`src/rtl/constraint_sampler_pkg.sv`:
```
// Shared types and constants for the rejection-sampling candidate generator:
// FSM states, variable layout inside the packed vector, and LFSR constants.
package constraint_sampler_pkg;

  typedef enum logic [2:0] {S_IDLE, S_GEN, S_CHECK, S_HOLD, S_FAIL} state_t;

  // var_0 sits in the LSBs; widths sum to 185
  localparam int NUM_VARS = 10;
  localparam int VAR_WIDTH  [NUM_VARS] = '{16, 22, 4, 28, 19, 18, 19, 14, 16, 29};
  localparam int VAR_OFFSET [NUM_VARS] = '{0, 16, 38, 42, 70, 89, 107, 126, 140, 156};

  // Per-lane whitening so lanes seeded from one value diverge; all non-zero
  localparam int MAX_LANES = 4;
  localparam logic [63:0] LANE_K [MAX_LANES] = '{
    64'h9E37_79B9_7F4A_7C15, 64'hBF58_476D_1CE4_E5B9,
    64'h94D0_49BB_1331_11EB, 64'hD6E8_FEB8_6659_FD93};

  // Right-shift Galois mask for x^64 + x^63 + x^61 + x^60 + 1
  localparam logic [63:0] LFSR_TAPS = 64'hD800_0000_0000_0000;

endpackage

```
`src/rtl/sampler_lfsr.sv`:
```
// One Galois LFSR lane. A zero load is replaced by K so the lane never locks up.
module sampler_lfsr #(
  parameter int            W       = 64,
  parameter logic [W-1:0]  TAPS    = '1,
  parameter logic [W-1:0]  K       = '1,
  parameter logic [W-1:0]  RST_VAL = '1
) (
  input  logic         clk,
  input  logic         rst,
  input  logic         load,
  input  logic         step,
  input  logic [W-1:0] load_val,
  output logic [W-1:0] nxt
);
  logic [W-1:0] q;

  assign nxt = {1'b0, q[W-1:1]} ^ (q[0] ? TAPS : '0);

  always_ff @(posedge clk) begin
    if (rst)       q <= (RST_VAL == '0) ? K : RST_VAL;
    else if (load) q <= (load_val == '0) ? K : load_val;
    else if (step) q <= nxt;
  end
endmodule

```
`src/rtl/constraint_sample_gen.sv`:
```
// Rejection sampler: drives LFSR candidates to a combinational checker and
// streams out only those it flags as satisfying.
module constraint_sample_gen
  import constraint_sampler_pkg::*;
#(
  parameter int               VEC_W     = 185,
  parameter int               LFSR_W    = 64,
  parameter int               MAX_TRIES = 1024,
  parameter logic [LFSR_W-1:0] SEED     = 64'h1
) (
  input  logic              clk,
  input  logic              rst,
  input  logic              start,
  input  logic [15:0]       num_samples,
  input  logic              seed_load,
  input  logic [LFSR_W-1:0] seed,
  output logic [VEC_W-1:0]  cand_o,
  input  logic              sat_i,
  output logic              sample_valid,
  input  logic              sample_ready,
  output logic [VEC_W-1:0]  sample_data,
  output logic              busy,
  output logic              done,
  output logic              fail,
  output logic [15:0]       tries
);
  localparam int          NUM_LANES = (VEC_W + LFSR_W - 1) / LFSR_W;
  localparam logic [31:0] MAX_T     = MAX_TRIES;

  state_t      state;
  logic [15:0] remaining;
  logic [15:0] tries_inc;
  logic        lane_load, lane_step;
  logic [NUM_LANES-1:0][LFSR_W-1:0] lane_nxt;
  logic [NUM_LANES*LFSR_W-1:0]      lane_cat;

  assign lane_load = (state == S_IDLE) && seed_load;
  assign lane_step = (state == S_GEN);
  assign lane_cat  = lane_nxt;
  assign tries_inc = (tries == 16'hFFFF) ? tries : tries + 16'd1;

  for (genvar k = 0; k < NUM_LANES; k++) begin : g_lane
    sampler_lfsr #(
      .W(LFSR_W), .TAPS(LFSR_TAPS[LFSR_W-1:0]), .K(LANE_K[k][LFSR_W-1:0]),
      .RST_VAL(SEED ^ LANE_K[k][LFSR_W-1:0])
    ) u_lfsr (
      .clk(clk), .rst(rst), .load(lane_load), .step(lane_step),
      .load_val(seed ^ LANE_K[k][LFSR_W-1:0]), .nxt(lane_nxt[k])
    );
  end

  if (NUM_LANES * LFSR_W > VEC_W) begin : g_pad
    logic unused_pad;
    assign unused_pad = ^lane_cat[NUM_LANES*LFSR_W-1:VEC_W];
  end

  always_ff @(posedge clk) begin
    if (rst) begin
      state        <= S_IDLE;
      cand_o       <= '0;
      sample_data  <= '0;
      tries        <= '0;
      remaining    <= '0;
      sample_valid <= 1'b0;
      busy         <= 1'b0;
      done         <= 1'b0;
      fail         <= 1'b0;
    end else begin
      done <= 1'b0;
      case (state)
        S_IDLE, S_FAIL: if (start) begin
          remaining <= num_samples;
          fail      <= 1'b0;
          tries     <= '0;
          if (num_samples == 16'd0) begin
            done  <= 1'b1;
            state <= S_IDLE;
          end else begin
            busy  <= 1'b1;
            state <= S_GEN;
          end
        end
        S_GEN: begin
          cand_o <= lane_cat[VEC_W-1:0];
          tries  <= tries_inc;
          state  <= S_CHECK;
        end
        S_CHECK: begin
          if (sat_i) begin
            sample_valid <= 1'b1;
            sample_data  <= cand_o;
            state        <= S_HOLD;
          end else if ({16'd0, tries} == MAX_T) begin
            fail  <= 1'b1;
            busy  <= 1'b0;
            state <= S_FAIL;
          end else begin
            state <= S_GEN;
          end
        end
        S_HOLD: if (sample_ready) begin
          sample_valid <= 1'b0;
          remaining    <= remaining - 16'd1;
          tries        <= '0;
          if (remaining == 16'd1) begin
            done  <= 1'b1;
            busy  <= 1'b0;
            state <= S_IDLE;
          end else begin
            state <= S_GEN;
          end
        end
        default: state <= S_IDLE;
      endcase
    end
  end
endmodule

```
`config.mk`:
```
export PLATFORM = sky130hd
export DESIGN_NAME = constraint_sample_gen
export DESIGN_NICKNAME = d
export VERILOG_FILES = /design/src/rtl/constraint_sampler_pkg.sv /design/src/rtl/sampler_lfsr.sv /design/src/rtl/constraint_sample_gen.sv
export SDC_FILE = /design/constraint.sdc
export NUM_CORES = 1
export LEC_CHECK = 0
export CAP_MARGIN = 20
export CELL_PAD_IN_SITES_DETAIL_PLACEMENT = 1
export CELL_PAD_IN_SITES_GLOBAL_PLACEMENT = 2
export CORE_ASPECT_RATIO = 2
export CORE_MARGIN = 1
export CORE_UTILIZATION = 29
export CTS_CLUSTER_DIAMETER = 30
export DETAILED_ROUTE_END_ITERATION = 7
export MAX_ROUTING_LAYER = met4
export PLACE_DENSITY = 0.8
export SLEW_MARGIN = 20
export SYNTH_ARGS = -nofsm -noshare
export SYNTH_HDL_FRONTEND = slang
export SYNTH_HIERARCHICAL = 1
export SYNTH_SLANG_ARGS = --single-unit
```
`constraint.sdc`:
```
create_clock -name clk -period 3.9 [get_ports clk]
set_clock_uncertainty 0.2 [all_clocks]
set_input_delay 0.78 -clock clk [delete_from_list [all_inputs] [get_ports clk]]
set_output_delay 0.78 -clock clk [all_outputs]
set_load 0.01 [all_outputs]
```
==> out/metrics.yaml, run 1 <==
status:
  status: "finished clean"
pwr:
  powerDensity_nw_per_um2: 628.0
  peakVddDrop_mv: 0.3987
  total_power_mw: 21.33
  total_leakage_power_nw: 12.22
critical_path:
  required_ns: 4.27
  crit_arrival_ns: 3.46
  path_max_fanout: 69
  crit_path_start_kind: "register"
  path_cells: "or3b_4, inv_8, buf_4, mux2i_1, nor2_1, a21oi_1, nor2_1"
  cp_slowest_cell: "dfxtp_1"
  cpMostUsedCell: "nor2_1"
  critPathMaxStageDelay_ns: 0.65
  cp-end-kind: "register"
  critPathKind: "register to register"
global_routing:
  grt_max_degree: 121
  grt_overflow: 0
  grt_pass1_wl_um: 142800
  antenna_found_initial: 4
  grt_pass1_vias: 22934
  gr-usage-all-layers: 0.2196
clock_tree:
  root_buffer: "clkbuf_16"
  cts_resized: 0
  clock_sinks: 601
  numCtsBuffers: 113
  clkLatencyLatePin_ns: 0.70
  hold_buffers: 0
  cts_tree: "built"
  clk_transition_reported_paths_ns: 0.05
  htree_levels: 3
  postCtsSetupBuffers: 0
  clockBufferDepth: 3
sta:
  fin_setup_tns_ns: 0
  setup_viol: 0
  clock.fmax_mhz: 323.2
  finalHoldViolations: 0
  max_slew_margin: 0.4305
  worstMarginPinSlew_ns: 0.8542
  drv_slew: 0
  layout_setup_ws_ns: 0.8056
  period_needed_ns: 3.094
  rsz0062_at_grt: "no"
  post-route-period-util: 0.7934
  hold_slack_ns: 0.2503
floorplan:
  fp.coreArea_um2: 85960
  fp.dieW_um: 210.4
  placementRows: 152
  dieArea_um2: 88100
  fp.dieH_um: 418.8
  ios: 476
  start_util: 0.2930
routing:
  routed_wl_um: 95240
  avgRoutedWirePerCell_um: 20.83
  dr_total_vias: 22080
  dr.pass1.iters: 4
  postRouteAntennaNets: 0
  routed_via_density: 4.829
  first_iter_violations: 1050
  drc: 0
yosys:
  avgSynthCellArea_um2: 8.242
  ys_warn_count: 6
  syn_inst: 3056
  synthesis.area_um2: 25190
  syn-num-nets: 3146
placement:
  routabilityCongestion: 0.8647
  dp_hpwl_um: 67990
  io_buffers: 475
  place_ws_ns: 0.1880
finish:
  syn_to_final_growth_pct: 34.83
  drive_gt1_frac: 0.08409
  nNetsFinal: 3404
  nFillCells: 9987
flow_run:
  cap_violations: 0
min_path:
  hold_path_class: "register to register"
worst max-delay path: cells and delay by family (launching register included):
kind / cells / cell delay [ns]
buf+inv: 2 / 0.84
simple gates: 3 / 0.76
flops: 1 / 0.65
compound gates: 1 / 0.25
mux: 1 / 0.23
state kept, by name, summed over array words and instances, names as in the netlist:
name	cells
remaining	16
done	1
busy	1
sample_valid	1
cand_o	185
state	3
fail	1
sample_data	185
g_lane.u_lfsr/q	192
tries	16
layer usage:
metal | track usage | share of wire | vias to the layer above
li1 | - | - | 10630
met1 | 0.2512 | 0.42 | 10704
met2 | 0.3746 | 0.50 | 583
met3 | 0.04127 | 0.048 | 163
met4 | 0.08990 | 0.035 | 0
met5 | - | 0 | -
area by class of cell:
cell class	instances	area (µm²)	share of cell area
Clock buffer	136	3078	0.09063
Tap cell	1155	1445	0.04255
Inverter	74	285.3	0.008400
Clock inverter	78	1049	0.03087
Multi-Input combinational cell	1991	10600	0.3122
Timing Repair Buffer	533	5458	0.1607
Sequential cell	601	12030	0.3543
Antenna cell	4	10.01	0.0002947
where the power goes:
group | total [mW] | leakage [nW] | switching [mW] | internal, mW
Sequential | 7.40 | 4.90 | 0.668 | 6.73
Clock | 10.6 | 1.99 | 3.59 | 6.98
Combinational | 3.36 | 5.33 | 1.91 | 1.45
final timing paths:
kind,to,cells after the start,from,slack (ns)
worst min register to register,sample_data[80]$_SDFFE_PP0P_,2,sample_data[80]$_SDFFE_PP0P_,0.25
worst min-delay path,sample_data[80]$_SDFFE_PP0P_,2,sample_data[80]$_SDFFE_PP0P_,0.25
worst max-delay path,g_lane[0].u_lfsr/q[15]$_SDFFE_PP0P_,7,state[0]$_SDFFE_PP0P_,0.81
worst max register to register,g_lane[0].u_lfsr/q[15]$_SDFFE_PP0P_,7,state[0]$_SDFFE_PP0P_,0.81
layout by cell type, fill, tap and decap left out, types with 8 or more instances in the layout:
master           count
nand2_1            774
inv_6               12
clkinvlp_4          14
nor2_1             207
clkdlybuf4s50_1    474
nand3_1             10
clkinv_4            10
clkbuf_1            10
clkinv_2            20
a2bb2oi_1           95
a21oi_1            486
buf_4               37
inv_1               73
clkbuf_16          116
a211oi_1            11
mux2i_1            192
xor2_1               9
dfxtp_1            601
buf_12              21
nand4_1             13
bufinv_16           20
nor4_1              63
clkbuf_8            10
o21ai_0             17
or4_1                8
through the flow:
step,instance area [µm²],util,cells
finish,33960,0.3951,4572
global route,33960,0.3951,4572
CTS,33950,0.3949,4568
detailed placement,29820,0.3469,4354
global placement,29820,0.3469,4354
floorplan,25190,-,3056
(Power assumes the default switching activity.)
==> run 2, diff against run 1 <==
==> constraint.sdc (replaced) <==
create_clock -name clk -period 3.1 [get_ports clk]
set_clock_uncertainty 0.2 [all_clocks]
set_input_delay 0.62 -clock clk [delete_from_list [all_inputs] [get_ports clk]]
set_output_delay 0.62 -clock clk [all_outputs]
set_load 0.01 [all_outputs]
==> out/metrics.yaml, run 2 (synthesis gave the netlist of run 1 again) <==
clock_tree:
  clockBufferDepth: 3
  postCtsSetupBuffers: 0
  clock_sinks: 601
  root_buffer: "clkbuf_16"
  clk_transition_reported_paths_ns: 0.05
  clkLatencyLatePin_ns: 0.70
  numCtsBuffers: 112
  htree_levels: 3
  cts_resized: 0
  hold_buffers: 0
  cts_tree: "built"
routing:
  routed_via_density: 4.837
  wl_met1_um: 39110
  postRouteAntennaNets: 0
  first_iter_violations: 1097
  routed_wl_um: 94020
  avgRoutedWirePerCell_um: 20.41
  wl_met3_um: 4901
  routed-wl-met2_um: 46090
  routed.top_layer: "met4"
  dr.pass1.iters: 5
  drc: 0
  dr_total_vias: 22277
sta:
  period_needed_ns: 2.727
  finalHoldViolations: 0
  worstMarginPinSlew_ns: 1.054
  rsz0062_at_grt: "no"
  post-route-period-util: 0.8797
  clock.fmax_mhz: 366.7
  drv_slew: 0
  setup_viol: 0
  max_slew_margin: 0.2956
critical_path:
  r2r-start: "state[2]$_SDFFE_PP0P_"
  setup.worst_path.start: "seed[27]"
  path_max_fanout: 16
  required_ns: 3.51
  reg2reg_setup_slack_ns: 0.50
  crit_arrival_ns: 3.14
  reg2reg_to: "g_lane[1].u_lfsr/q[53]$_SDFFE_PP0P_"
  timing.critical_path.to: "g_lane[0].u_lfsr/q[49]$_SDFFE_PP1P_"
  critPathKind: "primary input to register"
  r2r_cells: 7
  cp-end-kind: "register"
  crit_path_start_kind: "primary input"
floorplan:
  fp.dieH_um: 418.8
  dieArea_um2: 88100
  start_util: 0.2930
  ios: 476
  fp.dieW_um: 210.4
  placementRows: 152
  fp.coreArea_um2: 85960
placement:
  routabilityCongestion: 0.8568
  placed_cells: 4385
  io_buffers: 475
  dp_hpwl_um: 67460
pwr:
  p_int_mw: 18.28
  total_power_mw: 26.13
  p_sw_frac: 0.3003
  peakVddDrop_mv: 0.5708
  clkPwrFrac: 0.483
  powerDensity_nw_per_um2: 767.2
  p_sw_mw: 7.847
  share_comb_of_total_power: 0.162
  power_frac_seq: 0.356
  total_leakage_power_nw: 12.29
flow_run:
  cap_violations: 0
global_routing:
  grt_pass1_vias: 22763
  antenna_found_initial: 7
  gr-usage-all-layers: 0.2171
  grt_overflow: 0
  grt_max_degree: 186
  grt_pass1_wl_um: 142000
finish:
  largest_reg_flops: 192
  top_regs: "g_lane.u_lfsr/q: 192 flops, cand_o: 185 flops, sample_data: 185 flops"
  syn_to_final_growth_pct: 35.23
  regMostFlops: "g_lane.u_lfsr/q"
  drive_gt1_frac: 0.09323
  final_common_cell: "nand2_1"
  nNetsFinal: 3434
  layout_common_cells: "nand2_1, dfxtp_1, a21oi_1"
  instances_no_fill: 4606
status:
  status: "finished clean"
min_path:
  hold_path_class: "primary input to register"
run 2: cell count changes in the layout (fill, tap and decap cells not counted), sizes merged:
cell      delta
buf         +31
bufinv       -8
clkbuf       -8
clkinv       +9
clkinvlp     +4
diode        +4
inv          +2
run 2: worst min path at each step:
| stage | to | slack [ns] | startpoint | cells past startpoint |
|---|---|---|---|---|
| floorplan | remaining[6]$_SDFFE_PP0P_ | 0.24 | remaining[6]$_SDFFE_PP0P_ | 2 |
| global placement | sample_data[105]$_SDFFE_PP0P_ | 0.24 | sample_data[105]$_SDFFE_PP0P_ | 2 |
| detailed placement | sample_data[115]$_SDFFE_PP0P_ | 0.25 | sample_data[115]$_SDFFE_PP0P_ | 2 |
| CTS | g_lane[2].u_lfsr/q[18]$_SDFFE_PP0P_ | 0.08 | rst | 2 |
| global route | g_lane[2].u_lfsr/q[19]$_SDFFE_PP0P_ | 0.11 | rst | 2 |
| finish | g_lane[2].u_lfsr/q[18]$_SDFFE_PP0P_ | 0.12 | rst | 2 |
run 2: cell type report:
class	count	area, µm²
Clock buffer	128	2963
Timing Repair Buffer	564	5741
Inverter	74	285.3
Clock inverter	85	969.7
Tap cell	1155	1445
Fill cell	10013	51900
Antenna cell	8	20.02
Sequential cell	601	12030
Multi-Input combinational cell	1991	10600
run 2: per-layer routing:
metal  vias up  global-route usage
met5         -                   -
met1     10756              0.2456
met3       185             0.04704
met4         0              0.1010
met2       611              0.3633
li1      10725                   -
run 2: power by group through the flow:
| stage | clock, mW | combinational, mW | sequential [mW] |
|---|---|---|---|
| 5_1_grt | 13.3 | 4.63 | 9.39 |
| 3_3_place_gp | 0 | 4.20 | 9.47 |
| 3_5_place_dp | 0 | 4.25 | 9.48 |
| 2_1_floorplan | 0 | 2.91 | 9.19 |
| 4_1_cts | 12.9 | 4.27 | 9.33 |
| 6_report | 12.6 | 4.23 | 9.30 |
run 2: critical path, cell delays in order:
cell             delay, ns
clkdlybuf4s50_1       0.56
inv_1                 0.12
nor4_1                0.61
buf_4                 0.22
nand4_1               0.16
nor3_2                0.27
a211o_2               0.22
buf_12                0.16
a2bb2oi_1             0.18
run 2: stage by stage:
step	cell area (µm²)	setup TNS (ns)	hold WS, ns	setup slack [ns]	util
after floorplan	25190	0	0.2437	0.4465	-
after global placement	30110	-9.451	0.2406	-0.2747	0.3502
after detailed placement	30110	-12.41	0.2458	-0.3616	0.3502
after CTS	34040	0	0.07821	0.3912	0.3960
after global routing	34060	0	0.1130	0.3097	0.3962
final	34060	0	0.1151	0.3730	0.3962
==> run 3, diff against run 2 <==
--- a/config.mk
+++ b/config.mk
@@ -15,6 +15,7 @@
 export DETAILED_ROUTE_END_ITERATION = 7
 export MAX_ROUTING_LAYER = met4
 export PLACE_DENSITY = 0.8
+export RECOVER_POWER = 25
 export SLEW_MARGIN = 20
 export SYNTH_ARGS = -nofsm -noshare
 export SYNTH_HDL_FRONTEND = slang
==> out/metrics.yaml, run 3 (synthesis gave the netlist of run 1 again) <==
status:
  status: "finished clean"
finish:
  regMostFlops: "g_lane.u_lfsr/q"
  final_common_cell: "nand2_1"
  instances_no_fill: 4606
  drive_gt1_frac: 0.09120
  register_area_um2: 12030
  post-route-util: 0.3956
  largest_reg_flops: 192
  top_regs: "g_lane.u_lfsr/q: 192 flops, cand_o: 185 flops, sample_data: 185 flops"
  nNetsFinal: 3434
  layout_common_cells: "nand2_1, dfxtp_1, a21oi_1"
  multi_input_area_um2: 10600
  syn_to_final_growth_pct: 35.03
  nFillCells: 10023
routing:
  drc: 0
  avgRoutedWirePerCell_um: 20.43
  routed_via_density: 4.835
  routed_wl_um: 94120
  first_iter_violations: 1109
  dr.pass1.iters: 5
  postRouteAntennaNets: 0
  dr_total_vias: 22270
global_routing:
  grt_pass1_vias: 22763
  grt_pass1_wl_um: 142000
  antenna_found_initial: 7
  grt_max_degree: 186
  gr-usage-all-layers: 0.2171
  grt_overflow: 0
floorplan:
  fp.dieH_um: 418.8
  fp.dieW_um: 210.4
  dieArea_um2: 88100
  fp.coreArea_um2: 85960
  placementRows: 152
  ios: 476
  start_util: 0.2930
sta:
  rsz0062_at_grt: "no"
  worstMarginPinSlew_ns: 1.066
  setup_viol: 0
  clock.fmax_mhz: 364.7
  fin_setup_tns_ns: 0
  post-route-period-util: 0.8844
  period_needed_ns: 2.742
  drv_slew: 0
  layout_setup_ws_ns: 0.3583
  max_slew_margin: 0.2894
  finalHoldViolations: 0
min_path:
  hold_path_depth: 2
  hold_path_class: "primary input to register"
  hold_end: "g_lane[2].u_lfsr/q[18]$_SDFFE_PP0P_"
  min-delay-start: "rst"
pwr:
  total_leakage_power_nw: 12.26
  peakVddDrop_mv: 0.5707
  total_power_mw: 26.11
  powerDensity_nw_per_um2: 767.8
clock_tree:
  hold_buffers: 0
  clk_transition_reported_paths_ns: 0.05
  cts_resized: 0
  numCtsBuffers: 112
  clock_sinks: 601
  cts_tree: "built"
  root_buffer: "clkbuf_16"
  clkLatencyLatePin_ns: 0.70
  postCtsSetupBuffers: 0
  htree_levels: 3
  clockBufferDepth: 3
critical_path:
  crit_path_start_kind: "register"
  reg2reg_setup_slack_ns: 0.36
  path_max_fanout: 95
  r2r_cells: 7
  cp-end-kind: "register"
  required_ns: 3.45
  critPathMaxStageDelay_ns: 0.63
  cpMostUsedCell: "nor2_1"
  r2r-start: "state[2]$_SDFFE_PP0P_"
  critPathKind: "register to register"
  path_cells: "or3b_1, inv_8, buf_12, mux2i_1, nor2_1, a21oi_1, nor2_1"
  reg2reg_to: "g_lane[1].u_lfsr/q[53]$_SDFFE_PP0P_"
  cp_slowest_cell: "or3b_1"
  crit_arrival_ns: 3.09
placement:
  routabilityCongestion: 0.8568
  io_buffers: 475
  place_ws_ns: -0.3616
  placed_cells: 4385
  dp_hpwl_um: 67460
flow_run:
  cap_violations: 0
run 3: final cells by class:
type,instances,area share
sequential,601,0.3538
inverter,74,0.008388
clock inverter,85,0.02851
tap,1155,0.04249
antenna,8,0.0005886
multi-input combinational,1991,0.3115
timing repair buffer,564,0.1676
clock buffer,128,0.08712
run 3: through the flow:
| step | hold slack [ns] | instance area [µm²] |
|---|---|---|
| floorplan | 0.2437 | 25190 |
| global placement | 0.2406 | 30110 |
| detailed placement | 0.2458 | 30110 |
| CTS | 0.07821 | 34040 |
| global route | 0.1130 | 34010 |
| finish | 0.1148 | 34010 |
run 3: metal layers:
layer | vias to the layer above | wire length [µm] | track usage
li1 | 10721 | - | -
met1 | 10745 | 39070 | 0.2456
met2 | 618 | 46030 | 0.3633
met3 | 186 | 5073 | 0.04704
met4 | 0 | 3948 | 0.1010
met5 | - | 0 | -
run 3: critical path: cells and delay by family, from the launching register on:
family	cells	cell delay, ns
compound gates	1	0.15
buf+inv	2	0.67
flops	1	0.41
mux	1	0.25
simple gates	3	0.80
run 3: worst max path at each step:
stage | startpoint | end | slack [ns] | cells past startpoint
2_1_floorplan | state[0]$_SDFFE_PP0P_ | g_lane[0].u_lfsr/q[13]$_SDFFE_PP1P_ | 0.45 | 8
3_3_place_gp | seed[26] | g_lane[0].u_lfsr/q[24]$_SDFFE_PP1P_ | -0.27 | 9
3_5_place_dp | seed[26] | g_lane[0].u_lfsr/q[35]$_SDFFE_PP1P_ | -0.36 | 9
4_1_cts | cand_o[103]$_SDFFE_PP0P_ | cand_o[103] | 0.39 | 1
5_1_grt | state[1]$_SDFFE_PP0P_ | remaining[7]$_SDFFE_PP0P_ | 0.18 | 7
6_report | state[2]$_SDFFE_PP0P_ | g_lane[1].u_lfsr/q[53]$_SDFFE_PP0P_ | 0.36 | 7
run 3: power breakdown:
part	switching [mW]	total [mW]	internal, mW
Clock	4.64	12.6	7.97
Combinational	2.38	4.21	1.83
Sequential	0.830	9.29	8.46
